===== config.mk =====
export PLATFORM = sky130hd
export DESIGN_NAME = bank_axi3_rd_responder
export DESIGN_NICKNAME = d
export VERILOG_FILES = /design/src/rtl/bank_axi3_pkg.sv /design/src/rtl/bank_sync_fifo.sv /design/src/rtl/bank_axi3_rd_responder.sv
export SDC_FILE = /design/constraint.sdc
export NUM_CORES = 1
export LEC_CHECK = 0
export BUFFER_PORTS_ARGS = -buffer_cell sky130_fd_sc_hd__clkbuf_2
export CAP_MARGIN = 30
export CORE_UTILIZATION = 44
export CTS_CLUSTER_SIZE = 40
export DETAILED_ROUTE_END_ITERATION = 8
export PLACE_DENSITY = 0.7
export SLEW_MARGIN = 5
export SYNTH_ARGS = -nofsm -noshare
export SYNTH_HDL_FRONTEND = slang
export SYNTH_HIERARCHICAL = 1
export SYNTH_SLANG_ARGS = --single-unit

===== constraint.sdc =====
create_clock -name clk_i -period 7 [get_ports clk_i]
set_clock_uncertainty 0.05 [all_clocks]
set_input_delay 1.4 -clock clk_i [delete_from_list [all_inputs] [get_ports clk_i]]
set_output_delay 1.4 -clock clk_i [all_outputs]
set_load 0.1 [all_outputs]

===== src/rtl/bank_axi3_pkg.sv =====
`timescale 1ns/1ps
`default_nettype none
// +------------------------------------------------------------------+
// | bank_axi3_pkg                                                    |
// | Shared AXI3 burst/response encodings and read-responder states.  |
// | Rev 1.0                                                          |
// +------------------------------------------------------------------+
package bank_axi3_pkg;

  typedef enum logic [1:0] {
    BURST_FIXED = 2'b00,
    BURST_INCR  = 2'b01,
    BURST_WRAP  = 2'b10,
    BURST_RSVD  = 2'b11
  } burst_e;

  localparam logic [1:0] RESP_OKAY   = 2'b00;
  localparam logic [1:0] RESP_SLVERR = 2'b10;
  localparam logic [1:0] RESP_DECERR = 2'b11;

  typedef enum logic [1:0] {
    ST_IDLE  = 2'd0,
    ST_WAIT  = 2'd1,
    ST_BURST = 2'd2
  } rd_state_e;

endpackage
`default_nettype wire


===== src/rtl/bank_sync_fifo.sv =====
`timescale 1ns/1ps
`default_nettype none
// +------------------------------------------------------------------+
// | bank_sync_fifo                                                   |
// | Single-clock FIFO with full/empty flags and show-ahead head data.|
// | Rev 1.0                                                          |
// +------------------------------------------------------------------+
module bank_sync_fifo #(
  parameter int WIDTH = 8,
  parameter int DEPTH = 4
) (
  input  logic             clk_i,
  input  logic             rst_ni,
  input  logic             i_push,
  input  logic [WIDTH-1:0] i_data,
  input  logic             i_pop,
  output logic [WIDTH-1:0] o_data,
  output logic             o_full,
  output logic             o_empty
);

  localparam int PTR_W = $clog2(DEPTH);

  logic [WIDTH-1:0] r_mem [DEPTH];
  logic [PTR_W:0]   r_wr_ptr;
  logic [PTR_W:0]   r_rd_ptr;
  logic             w_push;
  logic             w_pop;

  // A full FIFO refuses pushes even when a pop lands in the same cycle.
  assign w_push  = i_push && !o_full;
  assign w_pop   = i_pop && !o_empty;
  assign o_empty = (r_wr_ptr == r_rd_ptr);
  assign o_full  = (r_wr_ptr[PTR_W] != r_rd_ptr[PTR_W]) &&
                   (r_wr_ptr[PTR_W-1:0] == r_rd_ptr[PTR_W-1:0]);
  assign o_data  = r_mem[r_rd_ptr[PTR_W-1:0]];

  always_ff @(posedge clk_i or negedge rst_ni) begin
    if (!rst_ni) begin
      r_wr_ptr <= '0;
      r_rd_ptr <= '0;
    end else begin
      if (w_push) r_wr_ptr <= r_wr_ptr + 1'b1;
      if (w_pop)  r_rd_ptr <= r_rd_ptr + 1'b1;
    end
  end

  always_ff @(posedge clk_i) begin
    if (w_push) r_mem[r_wr_ptr[PTR_W-1:0]] <= i_data;
  end

endmodule
`default_nettype wire


===== src/rtl/bank_axi3_rd_responder.sv =====
`timescale 1ns/1ps
`default_nettype none
// +------------------------------------------------------------------+
// | bank_axi3_rd_responder                                           |
// | AXI3 read-side memory model: queued AR, fixed latency, R bursts  |
// | carrying address-derived data with DECERR/SLVERR classification. |
// | Rev 1.0                                                          |
// +------------------------------------------------------------------+
module bank_axi3_rd_responder
  import bank_axi3_pkg::*;
#(
  parameter int                    ID_WIDTH   = 6,
  parameter int                    ADDR_WIDTH = 32,
  parameter int                    DATA_WIDTH = 256,
  parameter int                    AR_DEPTH   = 4,
  parameter int                    RD_LATENCY = 3,
  parameter logic [ADDR_WIDTH-1:0] MEM_BASE   = ADDR_WIDTH'(32'h0000_0000),
  parameter logic [ADDR_WIDTH-1:0] MEM_SIZE   = ADDR_WIDTH'(32'h1000_0000)
) (
  input  logic                  clk_i,
  input  logic                  rst_ni,
  input  logic                  biu_axi3_arvalid_i,
  output logic                  biu_axi3_arready_o,
  input  logic [ID_WIDTH-1:0]   biu_axi3_arid_i,
  input  logic [ADDR_WIDTH-1:0] biu_axi3_araddr_i,
  input  logic [2:0]            biu_axi3_arsize_i,
  input  logic [3:0]            biu_axi3_arlen_i,
  input  logic [1:0]            biu_axi3_arburst_i,
  output logic                  biu_axi3_rvalid_o,
  input  logic                  biu_axi3_rready_i,
  output logic [ID_WIDTH-1:0]   biu_axi3_rid_o,
  output logic [DATA_WIDTH-1:0] biu_axi3_rdata_o,
  output logic [1:0]            biu_axi3_rresp_o,
  output logic                  biu_axi3_rlast_o
);

  localparam int         NREP     = DATA_WIDTH / 32;
  localparam logic [2:0] MAX_SIZE = 3'($clog2(DATA_WIDTH / 8));
  localparam int         LAT_W    = (RD_LATENCY < 2) ? 1 : $clog2(RD_LATENCY + 1);
  localparam int         AR_W     = ID_WIDTH + ADDR_WIDTH + 3 + 4 + 2;

  // AR queue
  logic                  r_ar_en;
  logic                  w_ar_push;
  logic                  w_pop;
  logic                  w_fifo_full;
  logic                  w_fifo_empty;
  logic [AR_W-1:0]       w_ar_wdata;
  logic [AR_W-1:0]       w_ar_rdata;
  logic [ID_WIDTH-1:0]   w_q_id;
  logic [ADDR_WIDTH-1:0] w_q_addr;
  logic [2:0]            w_q_size;
  logic [3:0]            w_q_len;
  logic [1:0]            w_q_burst;

  // arready stays low until the first clock after reset release
  always_ff @(posedge clk_i or negedge rst_ni) begin
    if (!rst_ni) r_ar_en <= 1'b0;
    else         r_ar_en <= 1'b1;
  end

  assign biu_axi3_arready_o = r_ar_en && !w_fifo_full;
  assign w_ar_push          = biu_axi3_arvalid_i && biu_axi3_arready_o;
  assign w_ar_wdata         = {biu_axi3_arid_i, biu_axi3_araddr_i, biu_axi3_arsize_i,
                               biu_axi3_arlen_i, biu_axi3_arburst_i};
  assign {w_q_id, w_q_addr, w_q_size, w_q_len, w_q_burst} = w_ar_rdata;

  bank_sync_fifo #(
    .WIDTH (AR_W),
    .DEPTH (AR_DEPTH)
  ) u_ar_fifo (
    .clk_i   (clk_i),
    .rst_ni  (rst_ni),
    .i_push  (w_ar_push),
    .i_data  (w_ar_wdata),
    .i_pop   (w_pop),
    .o_data  (w_ar_rdata),
    .o_full  (w_fifo_full),
    .o_empty (w_fifo_empty)
  );

  // Classification of the queue head, captured when it is popped
  logic [ADDR_WIDTH-1:0] w_q_bytes;
  logic [ADDR_WIDTH-1:0] w_q_off;
  logic                  w_q_wrap_len_ok;
  logic                  w_q_slverr;
  logic [1:0]            w_q_resp;

  assign w_q_bytes       = ADDR_WIDTH'(1) << w_q_size;
  // Offset compare also rejects addresses below MEM_BASE via wraparound.
  assign w_q_off         = w_q_addr - MEM_BASE;
  assign w_q_wrap_len_ok = (w_q_len == 4'd1) || (w_q_len == 4'd3) ||
                           (w_q_len == 4'd7) || (w_q_len == 4'd15);
  assign w_q_slverr      = (w_q_burst == BURST_RSVD) || (w_q_size > MAX_SIZE) ||
                           ((w_q_burst == BURST_WRAP) && !w_q_wrap_len_ok) ||
                           ((w_q_burst == BURST_WRAP) &&
                            (|(w_q_addr & (w_q_bytes - ADDR_WIDTH'(1)))));
  assign w_q_resp        = (w_q_off >= MEM_SIZE) ? RESP_DECERR :
                           w_q_slverr            ? RESP_SLVERR : RESP_OKAY;

  // Current request
  rd_state_e             r_state;
  rd_state_e             w_state_nxt;
  logic [ID_WIDTH-1:0]   r_id;
  logic [ADDR_WIDTH-1:0] r_addr;
  logic [2:0]            r_size;
  logic [3:0]            r_len;
  logic [1:0]            r_burst;
  logic [1:0]            r_resp;
  logic [3:0]            r_beat_cnt;
  logic [LAT_W-1:0]      r_lat_cnt;
  logic                  w_in_burst;
  logic                  w_r_hs;
  logic                  w_last;

  assign w_in_burst = (r_state == ST_BURST);
  assign w_r_hs     = w_in_burst && biu_axi3_rready_i;
  assign w_last     = (r_beat_cnt == r_len);

  // Beat address generator
  logic [ADDR_WIDTH-1:0] w_bytes;
  logic [ADDR_WIDTH-1:0] w_incr;
  logic [ADDR_WIDTH-1:0] w_wrap_mask;
  logic [ADDR_WIDTH-1:0] w_addr_nxt;

  assign w_bytes     = ADDR_WIDTH'(1) << r_size;
  assign w_incr      = (r_addr & ~(w_bytes - ADDR_WIDTH'(1))) + w_bytes;
  assign w_wrap_mask = (w_bytes * (ADDR_WIDTH'(r_len) + ADDR_WIDTH'(1))) - ADDR_WIDTH'(1);

  always_comb begin
    w_addr_nxt = w_incr;
    case (r_burst)
      BURST_FIXED: w_addr_nxt = r_addr;
      BURST_WRAP:  w_addr_nxt = (r_addr & ~w_wrap_mask) | (w_incr & w_wrap_mask);
      default:     w_addr_nxt = w_incr;
    endcase
  end

  always_ff @(posedge clk_i or negedge rst_ni) begin
    if (!rst_ni) r_state <= ST_IDLE;
    else         r_state <= w_state_nxt;
  end

  always_comb begin
    w_state_nxt = r_state;
    w_pop       = 1'b0;
    case (r_state)
      ST_IDLE: begin
        if (!w_fifo_empty) begin
          w_pop       = 1'b1;
          w_state_nxt = (RD_LATENCY == 0) ? ST_BURST : ST_WAIT;
        end
      end
      ST_WAIT: begin
        if (r_lat_cnt == LAT_W'(1)) w_state_nxt = ST_BURST;
      end
      ST_BURST: begin
        if (w_r_hs && w_last) w_state_nxt = ST_IDLE;
      end
      default: w_state_nxt = ST_IDLE;
    endcase
  end

  always_ff @(posedge clk_i or negedge rst_ni) begin
    if (!rst_ni) begin
      r_id       <= '0;
      r_addr     <= '0;
      r_size     <= '0;
      r_len      <= '0;
      r_burst    <= '0;
      r_resp     <= RESP_OKAY;
      r_beat_cnt <= '0;
      r_lat_cnt  <= '0;
    end else if (w_pop) begin
      r_id       <= w_q_id;
      r_addr     <= w_q_addr;
      r_size     <= w_q_size;
      r_len      <= w_q_len;
      r_burst    <= w_q_burst;
      r_resp     <= w_q_resp;
      r_beat_cnt <= '0;
      r_lat_cnt  <= LAT_W'(RD_LATENCY);
    end else if (r_state == ST_WAIT) begin
      r_lat_cnt  <= r_lat_cnt - 1'b1;
    end else if (w_r_hs && !w_last) begin
      r_addr     <= w_addr_nxt;
      r_beat_cnt <= r_beat_cnt + 1'b1;
    end
  end

  // R payload comes straight from registers, so it holds under backpressure
  logic [31:0] w_addr32;
  logic        w_data_en;

  assign w_addr32  = 32'(r_addr);
  assign w_data_en = w_in_burst && (r_resp == RESP_OKAY);

  assign biu_axi3_rvalid_o = w_in_burst;
  assign biu_axi3_rid_o    = w_in_burst ? r_id : '0;
  assign biu_axi3_rresp_o  = w_in_burst ? r_resp : RESP_OKAY;
  assign biu_axi3_rlast_o  = w_in_burst && w_last;

  generate
    for (genvar g = 0; g < NREP; g++) begin : g_rdata
      assign biu_axi3_rdata_o[g*32 +: 32] = w_data_en ? w_addr32 : 32'h0;
    end
  endgenerate

endmodule
`default_nettype wire

==> results of run 1 <==
final timing paths:
path | startpoint | end | slack (ps) | depth (start not counted)
setup / recovery | r_size[2] | register | 1470 | 17
hold / removal | r_id[3] | r_id[3] | 420 | 2
setup reg to reg | r_size[2] | register | 1470 | 17
hold reg to reg | r_id[3] | r_id[3] | 420 | 2
max in group asynchronous | rst_ni | u_ar_fifo/r_rd_ptr[0] | 5210 | 2
min in group asynchronous | rst_ni | r_id[4] | 1020 | 2
cell type report:
type                       count  area (µm²)
timing repair buffer         335        1730
tap                          448         561
clock inverter                13         123
inverter                      79         297
multi-input combinational    682        5500
clock buffer                  33         676
fill                        2952       17400
sequential                   252        7250
layout by cell type, fill, tap and decap left out, drive strengths merged, types with 10 or more instances in the layout:
cell type / Yosys / layout
and3: 19 / 19
xnor2: 24 / 24
nor4: 14 / 14
inv: 78 / 80
edfxtp: 188 / 188
clkbuf: 25 / 352
a21oi: 36 / 36
ha: 44 / 44
nand2: 116 / 116
buf: 247 / 16
fa: 21 / 21
dfrtp: 64 / 64
o21ai: 51 / 51
nand3: 32 / 32
mux4: 47 / 47
nand4: 10 / 10
and2: 52 / 52
nor2: 54 / 54
a21o: 15 / 15
a31oi: 13 / 13
xor2: 11 / 11
power breakdown:
part | internal [µW] | switching, µW
Combinational | 1530 | 2820
Clock | 755 | 543
Sequential | 1920 | 312
critical path: cells and delay by family (launching register included):
| kind | cells | cell delay (ps) |
|---|---|---|
| AO/OA/AOI/OAI | 4 | 1100 |
| adder cells (fa/ha/maj) | 4 | 1810 |
| buffers and inverters | 2 | 100 |
| flip-flops | 1 | 800 |
| AND/OR/NAND/NOR | 7 | 1550 |
routing by layer:
metal  vias up  routed length (µm)
met5         -                  26
met4         4                 756
met3        61                2380
met2       434               16000
met1      4834               14500
li1       4546                   -
through the flow:
step	hold WS [ps]	total power, µW
after global placement	404	6480
after floorplan	387	5600
after CTS	429	7870
after detailed placement	408	6530
after global routing	449	8400
final	424	7880
cells by family (layout without fill, tap and decap cells):
| kind of cell | Yosys count | count (layout) | share of synthesized area [%] |
|---|---|---|---|
| AOI/OAI and AO/OA | 180 | 180 | 8.24 |
| xor gates and xnor gates | 35 | 35 | 2.20 |
| adders and majority gates | 66 | 66 | 6.55 |
| buffers and inverters | 351 | 460 | 15.1 |
| DFF | 252 | 252 | 48.4 |
| muxes | 52 | 52 | 7.50 |
| other | 1 | 1 | 0.0250 |
| and+or+nand+nor | 348 | 348 | 12.0 |
==> metrics.md, run 1 <==
| Metric | Value |
|---|---|
| Vias | 9879 |
| GRT met3 Usage | 3.05% |
| Critical path peak fanout | 22 |
| Number of synthesized flops with an enable pin | 188 |
| Distinct cell type count after synthesis | 89 |
| Die width | 186 µm |
| Top FF cell, synth | edfxtp_1 |
| IO Count | 318 |
| Max incr delay on CP | 800 ps |
| Worst slew pin tran | 902 ps |
| Cell taking the most area after synthesis | edfxtp_1 |
| Most used cell, CP | fa_1 |
| Num rows | 67 |
| Fin crit period | 5530 ps |
| HPWL after DPL | 24200 µm |
| Top post-synthesis cells by area | edfxtp_1 38%, buf_4 11%, dfrtp_1 11% |
| Flops & latches, synth | 252 |
| Hold WC Path Type | register to register |
| Met1 usage | 25.9% |
| YS warnings | 6 |
| Max-slew violations | 0 |
| CTS Buf Count | 25 |
| Core area | 0.0335 mm² |
| Syn Std Cell Area | 0.0150 mm² |
| Outcome | finished clean |
| CTS root buffer | clkbuf_16 |
| Clock Sink Count | 252 |
| Cell with the most instances after synthesis | buf_4 |
| Synth Instances | 1285 |
| # resized after CTS | 0 |
| DRC Markers | 0 |
| Routed length per instance | 18.3 µm |
| Die area | 0.0348 mm² |
| Worst path required time | 7360 ps |
| Critical path, cell by cell | and2b_1 > nor2b_1 > and2_1 > fa_1 > fa_1 > inv_1 > fa_1 > inv_1 > ha_1 > o21ai_0 > o21ai_0 > and2_1 > a31oi_1 > o21ai_1 > nand3b_1 > or4_1 > nand3_1 |
| Normalized max-slew margin | 39.9% |
| Max-cap viol count | 0 |
| IO buf count | 317 |
| Util after Layout | 48.1% |
| Avg Synthesized Cell Area | 11.7 µm² |
| Via/cell ratio | 5.36 |
| Share of post-route cells with drive strength above 1 | 32.1% |
| Setup Fix Bufs, Post-CTS | 0 |
| Placed Instance Area | 0.0153 mm² |
| Worst slack, placed | 1530 ps |
| Worst-skew pair later-pin latency | 520 ps |
| Final period util | 79.0% |
| Vias in the first global route | 9267 |
| GP Congestion | 0.892 |
| N_diodes | 0 |
| Final non-filler cell total | 1842 |
| Worst setup margin | 1470 ps |
| First-pass GRT wire length | 52300 µm |
| Clock buffer depth | 3 |
| Hold_buf cts | 0 |
| H-Tree Depth | 1 |
| Startpoint types | register |
| RSZ-0062 raised after global routing | no |
| WL final | 33700 µm |
| Die Ht | 186 µm |
| Worst Path Arrival | 5890 ps |
| Nets | 1491 |
| Critical path's slowest cell | dfrtp_1 |
| Crit Path Category | register to register |
| Placed Instances | 1793 |
| Initial antenna violation count | 2 |
| Pleak | 0.00685 µW |
| Final ANT Viol Nets | 0 |
| GRT busiest layer | met2 |
| Final setup TNS | 0 ps |
| Starting density of the core | 44.7% |
| Largest net degree at the start of global routing | 65 |
| Post-Syn Nets | 1401 |
| Ys async rst share | 25.4% |
| VDD IR max | 0.000327 V |
| Met2 Usage GRT | 31.4% |
| Final hold violations | 0 |
| Starting DRT DRC Count | 712 |
| Most frequent cells after synthesis | 227 x buf_4, 188 x edfxtp_1, 116 x nand2_1 |
| First-pass DRT Iterations | 5 |
| Power Density | 488 mW/mm² |
| Final instance area | 0.0161 mm² |
| Total GRT Usage | 19.0% |
| Clk slew on worst S/H paths | 70 ps |
| Register area share after synthesis | 48.4% |
| Critical path capture point type | register |
| Area Growth Syn to Fin | 7.78% |
| Final count of negative-setup-slack endpoints | 0 |
| Achievable Freq | 0.181 GHz |
| Area share of the largest cell type after synthesis | 37.7% |
| Total grt overflow | 0 |
| CTS tree | done |
No activity file was read; power rests on OpenSTA's default activity.
==> inputs of run 2 (changes only) <==
--- a/config.mk
+++ b/config.mk
@@ -5,12 +5,13 @@
 export SDC_FILE = /design/constraint.sdc
 export NUM_CORES = 1
 export LEC_CHECK = 0
+export ABC_AREA = 1
 export BUFFER_PORTS_ARGS = -buffer_cell sky130_fd_sc_hd__clkbuf_2
 export CAP_MARGIN = 30
 export CORE_UTILIZATION = 44
 export CTS_CLUSTER_SIZE = 40
 export DETAILED_ROUTE_END_ITERATION = 8
-export PLACE_DENSITY = 0.7
+export PLACE_DENSITY = 0.69
 export SLEW_MARGIN = 5
 export SYNTH_ARGS = -nofsm -noshare
 export SYNTH_HDL_FRONTEND = slang
==> constraint.sdc (replaced) <==
create_clock -name clk_i -period 5.5 [get_ports clk_i]
set_clock_uncertainty 0.05 [all_clocks]
set_input_delay 1.1 -clock clk_i [delete_from_list [all_inputs] [get_ports clk_i]]
set_output_delay 1.1 -clock clk_i [all_outputs]
set_load 0.1 [all_outputs]
==> run 2 against run 1 <==
Net effect:
- sequential power up 25%
- combinational power up 34%
- area after synthesis up 4.1%
- clock power up 29%
- register-to-register slack worse by 1100 ps
- largest power group unchanged
- setup slack worse by 1100 ps
- sequential share of layout area down 1.7 points
- count of clock-buffer cells in the layout up 3
- worst hold slack worse by 12 ps
- utilization up 0.19 points
- cell count up 26%
- total power up 30%
==> metrics.md, run 2 <==
| Metric | Value |
|---|---|
| Final ANT Viol Nets | 0 (unchanged) |
| Nets | 1970 (+32%) |
| CTS root buffer | clkbuf_16 |
| Max-cap viol count | 0 (unchanged) |
| Met2 Wirelength | 17900 µm (+12%) |
| Synth Instances | 1766 (+37%) |
| DRC Markers | 0 (unchanged) |
| Commonest cells after routing, fill and taps aside | 316 x clkbuf_2, 256 x nand2_1, 247 x nor2_1 |
| Worst slew pin tran | 957 ps (+55.2 ps) |
| Register area share after synthesis | 46.5% (-1.9 points) |
| Worst path required time | 5900 ps (-1460 ps) |
| Total power | 10300 µW (+30%) |
| Worst Path Arrival | 5510 ps (-380 ps) |
| DR top layer | met5 |
| YS warnings | 6 (unchanged) |
| Pleak | 0.00786 µW (+15%) |
| GP Congestion | 0.928 (+4.1%) |
| H-Tree Depth | 1 (unchanged) |
| Vias in the first global route | 10900 (+18%) |
| Max-slew violations | 0 (unchanged) |
| Normalized max-slew margin | 36.0% (-3.9 points) |
| Clk slew on worst S/H paths | 70 ps (about the same) |
| Final count of negative-setup-slack endpoints | 0 (unchanged) |
| CTS tree | done |
| HPWL after DPL | 27800 µm (+15%) |
| Top FF cell, synth | edfxtp_1 |
| Routed wl met3 | 2580 µm (+8.2%) |
| Initial antenna violation count | 1 (-1) |
| Achievable Freq | 0.196 GHz (+8.1%) |
| Worst setup margin | 387 ps (-1090 ps) |
| Post-Syn Nets | 1882 (+34%) |
| Die area | 0.0362 mm² (+4.1%) |
| Final hold violations | 0 (unchanged) |
| RSZ-0062 raised after global routing | no |
| Final period util | 93.0% (+14 points) |
| Critical path peak fanout | 12 (-45%) |
| WL final | 37400 µm (+11%) |
| Clock Sink Count | 252 (unchanged) |
| Share of post-route cells with drive strength above 1 | 23.7% (-8.5 points) |
| Die width | 190 µm (+2.0%) |
| Core area | 0.0347 mm² (+3.5%) |
| Distinct cell type count after synthesis | 56 (-37%) |
| IO buf count | 317 (unchanged) |
| Met1 wire length | 16400 µm (+13%) |
| Hold WC Path Type | input port to asynchronous set/reset pin |
| Most frequent cells after synthesis | 256 x nand2_1, 251 x nor2_1, 227 x buf_4 |
| CTS Buf Count | 26 (+4.0%) |
| Num rows | 68 (+1.5%) |
| Total grt overflow | 0 (unchanged) |
| # resized after CTS | 0 (unchanged) |
| Flops & latches, synth | 252 (unchanged) |
| VDD IR max | 0.000336 V (+2.6%) |
| Via/cell ratio | 5.12 (-4.6%) |
| Crit Path Category | register to register |
| Worst slack, placed | 461 ps (-1070 ps) |
| Top post-synthesis cells by area | edfxtp_1 36%, buf_4 11%, dfrtp_1 10% |
| Avg Synthesized Cell Area | 8.83 µm² (-24%) |
| Die Ht | 190 µm (+2.0%) |
| First-pass GRT wire length | 58500 µm (+12%) |
| Final hold slack | 411 ps (-12.4 ps) |
| FILL cells | 3298 (+12%) |
| Cell taking the most area after synthesis | edfxtp_1 |
| Startpoint types | register |
| Number of synthesized flops with an enable pin | 188 (unchanged) |
| Power Density | 612 mW/mm² (+25%) |
| Final setup TNS | 0 ps (unchanged) |
| Largest net degree at the start of global routing | 72 (+11%) |
| Starting DRT DRC Count | 777 (+9.1%) |
| Hold_buf cts | 0 (unchanged) |
| IO Count | 318 (unchanged) |
| Area Growth Syn to Fin | 7.60% |
| Syn Std Cell Area | 0.0156 mm² (+4.1%) |
| Ys async rst share | 25.4% (unchanged) |
| Clock buffer depth | 3 (unchanged) |
| Cell with the most instances after synthesis | nand2_1 |
| Vias | 11900 (+21%) |
| N_diodes | 0 (unchanged) |
| Fin crit period | 5110 ps (-414 ps) |
| Starting density of the core | 44.9% (+0.25 points) |
| Worst-skew pair later-pin latency | 530 ps (about the same) |
| Outcome | finished clean |
| Area share of the largest cell type after synthesis | 36.2% (-1.5 points) |
| Critical path capture point type | register |
| Routed length per instance | 16.1 µm (-12%) |
| Setup Fix Bufs, Post-CTS | 0 (unchanged) |
| First-pass DRT Iterations | 6 (+1) |
| Most common cell after layout, fill and taps aside | clkbuf_2 |
| Total GRT Usage | 20.5% (+1.5 points) |
-- run 2: cell types whose count changed after synthesis, sizes merged, moves of 18 or more --
cell / delta
o21ai: +97
and2: -51
nor2: +210
o22ai: +45
nand3: +39
xnor2: -21
a21oi: +33
nand2: +167
mux4: -47
and3: -18
inv: +126
-- run 2: final cells by class --
cell class	instances	area, µm²	share of cell area [%]
clock inverter	10	80.1	0.477
clock buffer	36	739	4.41
tap	455	569	3.39
multi-input combinational	1034	5630	33.5
sequential	252	7250	43.2
timing repair buffer	334	1730	10.3
inverter	206	779	4.65
-- run 2: cell families after synthesis --
| family | share of synthesized area (%) |
|---|---|
| AND/OR/NAND/NOR | 18.4 |
| multiplexers | 0.0642 |
| buffers and inverters | 17.6 |
| XOR/XNOR | 0.843 |
| other | 0.0241 |
| flip-flops | 46.5 |
| adder cells (fa/ha/maj) | 6.23 |
| AO/OA/AOI/OAI | 10.4 |
-- run 2: metrics by stage --
stage | utilization, % | std cells | cell area, µm²
after global routing | 48.3 | 2327 | 16800
after CTS | 48.2 | 2326 | 16700
after global placement | 45.9 | 2280 | 15900
after detailed placement | 45.9 | 2280 | 15900
final | 48.3 | 2327 | 16800
after floorplan | - | 1766 | 15600
-- run 2: worst paths after layout --
kind	cells after the start	end	start	slack [ps]
setup / recovery	21	register	r_len[0]	390
hold / removal	2	r_id[0]	rst_ni	410
setup reg to reg	21	register	r_len[0]	390
hold reg to reg	1	r_resp[0]	r_resp[0]	450
max in group asynchronous	3	asynchronous set/reset pin	rst_ni	4440
min in group clk_i	1	r_resp[0]	r_resp[0]	450
-- run 2: power by group --
part	internal, µW	total [µW]	leakage, µW	switching (µW)
registers	2460	2780	0.00247	317
clock network	983	1680	0.000407	694
logic	1810	5810	0.00499	4000
-- run 2: metal layers --
layer | global-route usage, % | up-vias
li1 | - | 5777
met1 | 27.8 | 5649
met2 | 34.3 | 433
met3 | 3.68 | 44
met4 | 4.28 | 2
met5 | 0 | -
-- run 2: worst max-delay path, stage by stage, from the launching register on --
cell and delay [ps]:
dfrtp_1 600, ha_1 260, xor2_1 200, inv_1 160, nor2_1 170, fa_1 430, fa_1 510, inv_1 60
fa_1 530, inv_1 40, ha_1 340, a21oi_1 230, nand2_1 120, nand2_1 80, nand2_1 90, nand2_1 90
nand2_1 80, nand2_1 70, nand2_1 60, a21oi_1 510, nand3_1 180, a21oi_1 150
